`config.mk`:
```
export PLATFORM = sky130hd
export DESIGN_NAME = reorder_buffer_n
export DESIGN_NICKNAME = d
export VERILOG_FILES = /design/src/rtl/rob_pkg.sv /design/src/rtl/rob_retire_sel.sv /design/src/rtl/reorder_buffer_n.sv
export SDC_FILE = /design/constraint.sdc
export NUM_CORES = 1
export LEC_CHECK = 0
export BUFFER_PORTS_ARGS = -buffer_cell sky130_fd_sc_hd__clkbuf_2
export CAP_MARGIN = 40
export CORE_MARGIN = 2
export CORE_UTILIZATION = 55
export CTS_CLUSTER_SIZE = 28
export DETAILED_ROUTE_END_ITERATION = 6
export PLACE_DENSITY = 0.78
export SLEW_MARGIN = 20
export SYNTH_ARGS = -nofsm -noshare
export SYNTH_HDL_FRONTEND = slang
export SYNTH_SLANG_ARGS = --single-unit
```
`constraint.sdc`:
```
create_clock -name clk -period 6.3 [get_ports clk]
set_input_delay 0 -clock clk [delete_from_list [all_inputs] [get_ports clk]]
set_output_delay 0 -clock clk [all_outputs]
set_load 0.01 [all_outputs]
```
`src/rtl/rob_pkg.sv`:
```
// Shared reorder-buffer definitions: default field widths, index-width helper
// and the entry record seen by the issue and execute blocks.
package rob_pkg;

  localparam int ROB_DATA_W = 16;
  localparam int ROB_REG_W  = 3;

  function automatic int idx_w(input int depth);
    return $clog2(depth);
  endfunction

  typedef struct packed {
    logic                  alloc;
    logic                  done;
    logic                  reg_write;
    logic [ROB_REG_W-1:0]  addr;
    logic [ROB_DATA_W-1:0] data;
  } rob_entry_t;

endpackage

```
`src/rtl/rob_retire_sel.sv`:
```
// Retire selector: the contiguous run of completed entries starting at head,
// as per-slot strobes plus the number of entries retiring.
module rob_retire_sel #(
  parameter int RET_W = 2,
  parameter int CNT_W = 2
) (
  input  logic [RET_W-1:0] done_win,
  output logic [RET_W-1:0] ret_vld,
  output logic [CNT_W-1:0] ret_cnt
);

  // Prefix-AND of the done window, counted as it goes
  always_comb begin
    logic run_s;
    run_s   = 1'b1;
    ret_vld = '0;
    ret_cnt = '0;
    for (int j = 0; j < RET_W; j++) begin
      run_s      = run_s & done_win[j];
      ret_vld[j] = run_s;
      if (run_s) begin
        ret_cnt = ret_cnt + CNT_W'(1);
      end else begin
        ret_cnt = ret_cnt;
      end
    end
  end

endmodule

```
`src/rtl/reorder_buffer_n.sv`:
```
// Reorder buffer: in-order allocate, out-of-order writeback, in-order retire,
// with tail-truncating flush. Pointers carry a wrap bit above the index.
module reorder_buffer_n
  import rob_pkg::*;
#(
  parameter int  DEPTH      = 16,
  parameter int  DATA_WIDTH = ROB_DATA_W,
  parameter int  REG_W      = ROB_REG_W,
  parameter int  ALLOC_W    = 2,
  parameter int  WB_PORTS   = 2,
  parameter int  RET_W      = 2,
  parameter int  RD_PORTS   = 4,
  localparam int IDX_W      = idx_w(DEPTH)
) (
  input  logic                           clk,
  input  logic                           reset,
  input  logic [ALLOC_W-1:0]             alloc_vld,
  output logic                           alloc_ready,
  output logic [ALLOC_W*IDX_W-1:0]       alloc_idx,
  input  logic [WB_PORTS-1:0]            wb_vld,
  input  logic [WB_PORTS*IDX_W-1:0]      wb_idx,
  input  logic [WB_PORTS*DATA_WIDTH-1:0] wb_data,
  input  logic [WB_PORTS-1:0]            wb_reg_write,
  input  logic [WB_PORTS*REG_W-1:0]      wb_addr,
  output logic [RET_W-1:0]               ret_vld,
  output logic [RET_W*DATA_WIDTH-1:0]    ret_data,
  output logic [RET_W-1:0]               ret_reg_write,
  output logic [RET_W*REG_W-1:0]         ret_addr,
  input  logic                           flush,
  input  logic [IDX_W-1:0]               flush_idx,
  input  logic [RD_PORTS*IDX_W-1:0]      rd_idx,
  output logic [RD_PORTS*DATA_WIDTH-1:0] rd_data,
  output logic [RD_PORTS-1:0]            rd_done,
  output logic [IDX_W:0]                 count,
  output logic                           empty,
  output logic                           full
);

  localparam int PTR_W  = IDX_W + 1;
  localparam int ACNT_W = $clog2(ALLOC_W + 1);
  localparam int RCNT_W = $clog2(RET_W + 1);

  typedef struct packed {
    logic                  alloc;
    logic                  done;
    logic                  reg_write;
    logic [REG_W-1:0]      addr;
    logic [DATA_WIDTH-1:0] data;
  } entry_t;

  entry_t             ent_r [DEPTH];
  logic [PTR_W-1:0]   head_r, tail_r;
  logic [PTR_W-1:0]   count_s;
  logic [ACNT_W-1:0]  n_alloc_s;
  logic [IDX_W-1:0]   ret_slot_s [RET_W];
  logic [RET_W-1:0]   done_win_s, ret_vld_s;
  logic [RCNT_W-1:0]  ret_cnt_s;
  logic [IDX_W-1:0]   flush_off_s;
  logic [DEPTH-1:0]   discard_s;
  logic [WB_PORTS-1:0] wb_ok_s;

  // Occupancy, allocation grant and the indices offered to the issue slots
  always_comb begin
    count_s     = tail_r - head_r;
    alloc_ready = ((PTR_W'(DEPTH) - count_s) >= PTR_W'(ALLOC_W)) && !flush;
    n_alloc_s   = '0;
    alloc_idx   = '0;
    for (int k = 0; k < ALLOC_W; k++) begin
      alloc_idx[k*IDX_W +: IDX_W] = tail_r[IDX_W-1:0] + IDX_W'(k);
      if (alloc_vld[k]) begin
        n_alloc_s = n_alloc_s + ACNT_W'(1);
      end else begin
        n_alloc_s = n_alloc_s;
      end
    end
  end

  assign count = count_s;
  assign empty = (count_s == '0);
  assign full  = (count_s == PTR_W'(DEPTH));

  // Entries younger than flush_idx (by age from head) are discarded; writebacks must land on live, kept entries
  always_comb begin
    logic [IDX_W-1:0] off_s;
    logic [IDX_W-1:0] wi_s;
    off_s       = '0;
    wi_s        = '0;
    flush_off_s = flush_idx - head_r[IDX_W-1:0];
    for (int i = 0; i < DEPTH; i++) begin
      off_s        = IDX_W'(i) - head_r[IDX_W-1:0];
      discard_s[i] = flush && (off_s > flush_off_s);
    end
    for (int p = 0; p < WB_PORTS; p++) begin
      wi_s       = wb_idx[p*IDX_W +: IDX_W];
      wb_ok_s[p] = wb_vld[p] && ent_r[wi_s].alloc && !discard_s[wi_s];
    end
  end

  // Done window from head, never reaching past the occupied entries
  always_comb begin
    for (int j = 0; j < RET_W; j++) begin
      ret_slot_s[j] = head_r[IDX_W-1:0] + IDX_W'(j);
      done_win_s[j] = ent_r[ret_slot_s[j]].done && (PTR_W'(j) < count_s);
    end
  end

  rob_retire_sel #(
    .RET_W (RET_W),
    .CNT_W (RCNT_W)
  ) u_retire_sel (
    .done_win (done_win_s),
    .ret_vld  (ret_vld_s),
    .ret_cnt  (ret_cnt_s)
  );

  // Retiring entry fields and operand read ports
  always_comb begin
    ret_data      = '0;
    ret_addr      = '0;
    ret_reg_write = '0;
    rd_data       = '0;
    rd_done       = '0;
    for (int j = 0; j < RET_W; j++) begin
      ret_data[j*DATA_WIDTH +: DATA_WIDTH] = ent_r[ret_slot_s[j]].data;
      ret_addr[j*REG_W +: REG_W]           = ent_r[ret_slot_s[j]].addr;
      ret_reg_write[j]                     = ent_r[ret_slot_s[j]].reg_write & ret_vld_s[j];
    end
    for (int r = 0; r < RD_PORTS; r++) begin
      rd_data[r*DATA_WIDTH +: DATA_WIDTH] = ent_r[rd_idx[r*IDX_W +: IDX_W]].data;
      rd_done[r] = ent_r[rd_idx[r*IDX_W +: IDX_W]].alloc & ent_r[rd_idx[r*IDX_W +: IDX_W]].done;
    end
  end

  assign ret_vld = ret_vld_s;

  // Entry state and pointers; later loops win, so higher writeback ports override lower ones
  always_ff @(posedge clk or negedge reset) begin
    if (!reset) begin
      head_r <= '0;
      tail_r <= '0;
      for (int i = 0; i < DEPTH; i++) begin
        ent_r[i] <= '0;
      end
    end else begin
      for (int p = 0; p < WB_PORTS; p++) begin
        if (wb_ok_s[p]) begin
          ent_r[wb_idx[p*IDX_W +: IDX_W]].done      <= 1'b1;
          ent_r[wb_idx[p*IDX_W +: IDX_W]].data      <= wb_data[p*DATA_WIDTH +: DATA_WIDTH];
          ent_r[wb_idx[p*IDX_W +: IDX_W]].reg_write <= wb_reg_write[p];
          ent_r[wb_idx[p*IDX_W +: IDX_W]].addr      <= wb_addr[p*REG_W +: REG_W];
        end
      end
      for (int k = 0; k < ALLOC_W; k++) begin
        if (alloc_ready && alloc_vld[k]) begin
          ent_r[alloc_idx[k*IDX_W +: IDX_W]].alloc <= 1'b1;
          ent_r[alloc_idx[k*IDX_W +: IDX_W]].done  <= 1'b0;
        end
      end
      for (int j = 0; j < RET_W; j++) begin
        if (ret_vld_s[j]) begin
          ent_r[ret_slot_s[j]].alloc <= 1'b0;
          ent_r[ret_slot_s[j]].done  <= 1'b0;
        end
      end
      for (int i = 0; i < DEPTH; i++) begin
        if (discard_s[i]) begin
          ent_r[i].alloc <= 1'b0;
          ent_r[i].done  <= 1'b0;
        end
      end
      head_r <= head_r + PTR_W'(ret_cnt_s);
      if (flush) begin
        tail_r <= head_r + PTR_W'(flush_off_s) + PTR_W'(1);
      end else if (alloc_ready) begin
        tail_r <= tail_r + PTR_W'(n_alloc_s);
      end else begin
        tail_r <= tail_r;
      end
    end
  end

endmodule
```
==> impl_results.md <==
- Vias/cell: 7.729
- Setup_tns: 0 ps
- Port Buf Inserts: 200
- Core area: 0.05924 mm^2
- Slowest cell delay on critical path: 600 ps
- Num CTS Buffers: 42
- Synth area leader: mux4_2
- P per Cell Area: 489.6 mW/mm^2
- Overall Power: 18.10 mW
- Setup violators final: 0
- Routed WL: 121500 um
- Sw Pwr: 8.145 mW
- Area Growth Syn to Fin: 11.61%
- Critical Path Start: head_r[0]
- Highest Clock Rate: 0.1714 GHz
- Area share of the largest cell type after synthesis: 37.60%
- Main area contributors after synthesis: mux4_2 (38%), dfrtp_1 (27%), mux2i_1 (8.0%)
- Antenna fix cells: 0
- Primary FF master, synth: dfrtp_1
- Max-cap violations: 0
- Sequential area share after synthesis: 27.35%
- Filler cells: 4379
- # clock sinks: 362
- Seq pwr share: 25.6%
- Yosys Warn Count: 0
- Hold/Removal Path Class: in -> reg
- Clock network latency to the later pin of the worst-skew pair: 610 ps
- Root Driver: clkbuf_16
- CP Capture Type: flop
- Hold Startpoint: alloc_vld[1]
- Rel. slew slack: 34.03%
- Hold buffers post-CTS: 63
- Gates resized, CTS repair: 0
- WL met2: 54940 um
- Die Area: 0.06221 mm^2
- Top layer in use: met5
- Hold_ws: 35.25 ps
- Reg area: 0.009067 mm^2
- TritonCTS clock tree: built
- Die width: 249.4 um
- Hold Path Depth: 5
- Worst-Margin Slew: 989.5 ps
- DP Wirelength: 78820 um
- Top cell family by delay on the critical path: buffers and inverters
- Share of cells above drive strength 1: 32.37%
- Gr usage total: 39.23%
- RD Place Congestion: 0.9540
- Syn Inst Count: 2897
- Largest net degree at the start of global routing: 125
- Place WS: 1112 ps
- Setup Skew: 30.26 ps
- M1 wire length: 39370 um
- RSZ-0062 raised after global routing: no
- Initial Util: 55.91%
- Crit path depth: 18
- Cell-internal power: 9.955 mW
- Final worst slack: 464.5 ps
- Synth unique cells: 78
- Number of routed nets with antenna violations: 0
- Most frequent cell after synthesis: mux4_2
- Worst-path clk slew: 60 ps
- Post-CTS Setup Inserts: 0
- CP Max Fanout: 21
- Ports: 201
- First-pass DRT Iterations: 6
- Sw frac: 45.00%
- H-tree levels: 2
- Cell depth of the worst flop-to-flop path: 18
- Nets: 3102
- Antenna violations before repair: 2
- Worst VDD drop: 0.3970 mV
- CP bufs+invs: 5
- Fraction of registers with async set/reset: 100.0%
- First-pass GRT wire length: 184200 um
- Post-route DRC violation count: 0
- Status: finished, final reports clean
- Vias in the first global route: 29202
- Comb pwr share: 60.6%
- Critical Path RT: 6770 ps
- Min Tclk post-route: 5836 ps
- CTS max path bufs: 3
- Clk network pwr share: 13.8%
- Via count: 29163
- Crit-path cells: nand2b_4, inv_1, fa_1, xnor2_1, inv_1, ha_1, a21oi_1, o21ai_1, o21ai_0, nor2_1, or4_1, a311o_1, buf_4, nor4b_4, buf_4, mux2i_1, o21ai_1, dlygate4sd3_1
- Reg2reg start: head_r[0]
- Worst path arrival time: 6310 ps
- Synthesized area per cell: 11.43 um^2
- Synthesized cell area: 0.03312 mm^2
- Die Y: 249.4 um
- Grt total ovfl: 0
- Wire per inst: 32.21 um
- Met3 WL: 18220 um
- Final hold vios: 0
- Post-synth top cells: mux4_2 (553), nand2_1 (375), dfrtp_1 (362)
- Synthesized netlist net count: 3031
- Critical path class: reg -> reg
- Fin. max-slew vios: 0
- Period utilisation layout: 92.63%
- Post-synth EDFFs: 0
- Seq cells post-synth: 362
- Row count: 89
- Worst path slowest cell: dlygate4sd3_1
- Multi-input gate area: 0.02266 mm^2
- Initial DRC count: 4878
- P_leak: 14.60 nW
- Startpoint types: flop
[power groups by stage]
stage	clock network (mW)	logic, mW	registers [mW]
floorplan	0	7.63	4.04
global placement	0	10.2	4.38
detailed placement	0	10.5	4.57
CTS	2.49	10.7	4.54
global route	2.59	11.5	4.76
finish	2.50	11.0	4.63
[state kept, by name (all words and copies together) (netlist names)]
| name | cells |
|---|---|
| ent_r | 352 |
| head_r | 5 |
| tail_r | 5 |
[cells in the final DEF, fill, tap and decap left out, drive strengths merged, types with 5 or more instances in the layout]
cell type / synthesis / layout
o211ai: 12 / 12
nor4: 7 / 7
nor3b: 5 / 5
o21ai: 260 / 260
xnor2: 19 / 19
xor2: 7 / 7
nand2: 375 / 375
ha: 55 / 55
mux2i: 266 / 266
or3: 14 / 14
and2: 27 / 27
nor2: 144 / 144
nand2b: 12 / 12
and3: 5 / 5
a21o: 24 / 24
mux4: 553 / 553
maj3: 7 / 7
nand4: 26 / 26
clkbuf: 216 / 247
a22o: 5 / 5
o21a: 6 / 6
nand3: 58 / 58
a31oi: 44 / 44
a211oi: 10 / 10
nor3: 38 / 38
o311a: 8 / 8
inv: 50 / 52
dlygate4sd3: 0 / 63
a21boi: 7 / 7
a21oi: 72 / 72
nor2b: 11 / 11
clkinv: 2 / 14
buf: 120 / 109
dfrtp: 362 / 362
[through the flow]
step / cell area, um^2 / utilization, % / instances
2_1_floorplan: 33120 / - / 2897
3_3_place_gp: 34530 / 58.28 / 3612
3_5_place_dp: 34820 / 58.77 / 3626
4_1_cts: 36810 / 62.14 / 3765
5_1_grt: 36970 / 62.41 / 3773
6_report: 36970 / 62.41 / 3773
[area by class of cell]
| cell class | instances | share of cell area (%) |
|---|---|---|
| Sequential cell | 362 | 24.53 |
| Multi-Input combinational cell | 2147 | 61.28 |
| Timing Repair Buffer | 363 | 7.368 |
| Tap cell | 773 | 2.616 |
| Inverter | 52 | 0.5280 |
| Clock buffer | 56 | 3.178 |
| Clock inverter | 20 | 0.5043 |
[worst paths after layout]
kind,end,slack (ps)
min,ent_r[197],40
max reg2reg,ent_r[0],460
max in group asynchronous,ent_r[294],4990
min reg2reg,head_r[4],560
min in group asynchronous,ent_r[331],50
max,ent_r[0],460
[logic make-up (layout without fill, tap and decap cells)]
logic type               after synthesis  after routing  share of synthesized area (%)
AO/OA/AOI/OAI                        491            491                          8.741
XOR/XNOR                              26             26                         0.7101
adder cells (fa/ha/maj)               66             66                          2.531
buffers and inverters                388            491                          4.835
flip-flops                           362            362                          27.35
multiplexers                         823            823                          45.77
AND/OR/NAND/NOR                      741            741                          10.06
[worst reg2reg max path: stages (launching register included)]
cell	delay [ps]
dfrtp_4	570
nand2b_4	130
inv_1	90
fa_1	410
xnor2_1	290
inv_1	250
ha_1	410
a21oi_1	160
o21ai_1	120
o21ai_0	370
nor2_1	90
or4_1	540
a311o_1	340
buf_4	250
nor4b_4	280
buf_4	470
mux2i_1	290
o21ai_1	100
dlygate4sd3_1	600
[per-layer routing]
metal	track usage [%]	vias up
met2	58.60	2755
met4	23.70	6
li1	-	11394
met3	14.47	685
met5	0	-
met1	49.00	14323
Power figures use the tool's default switching activity.
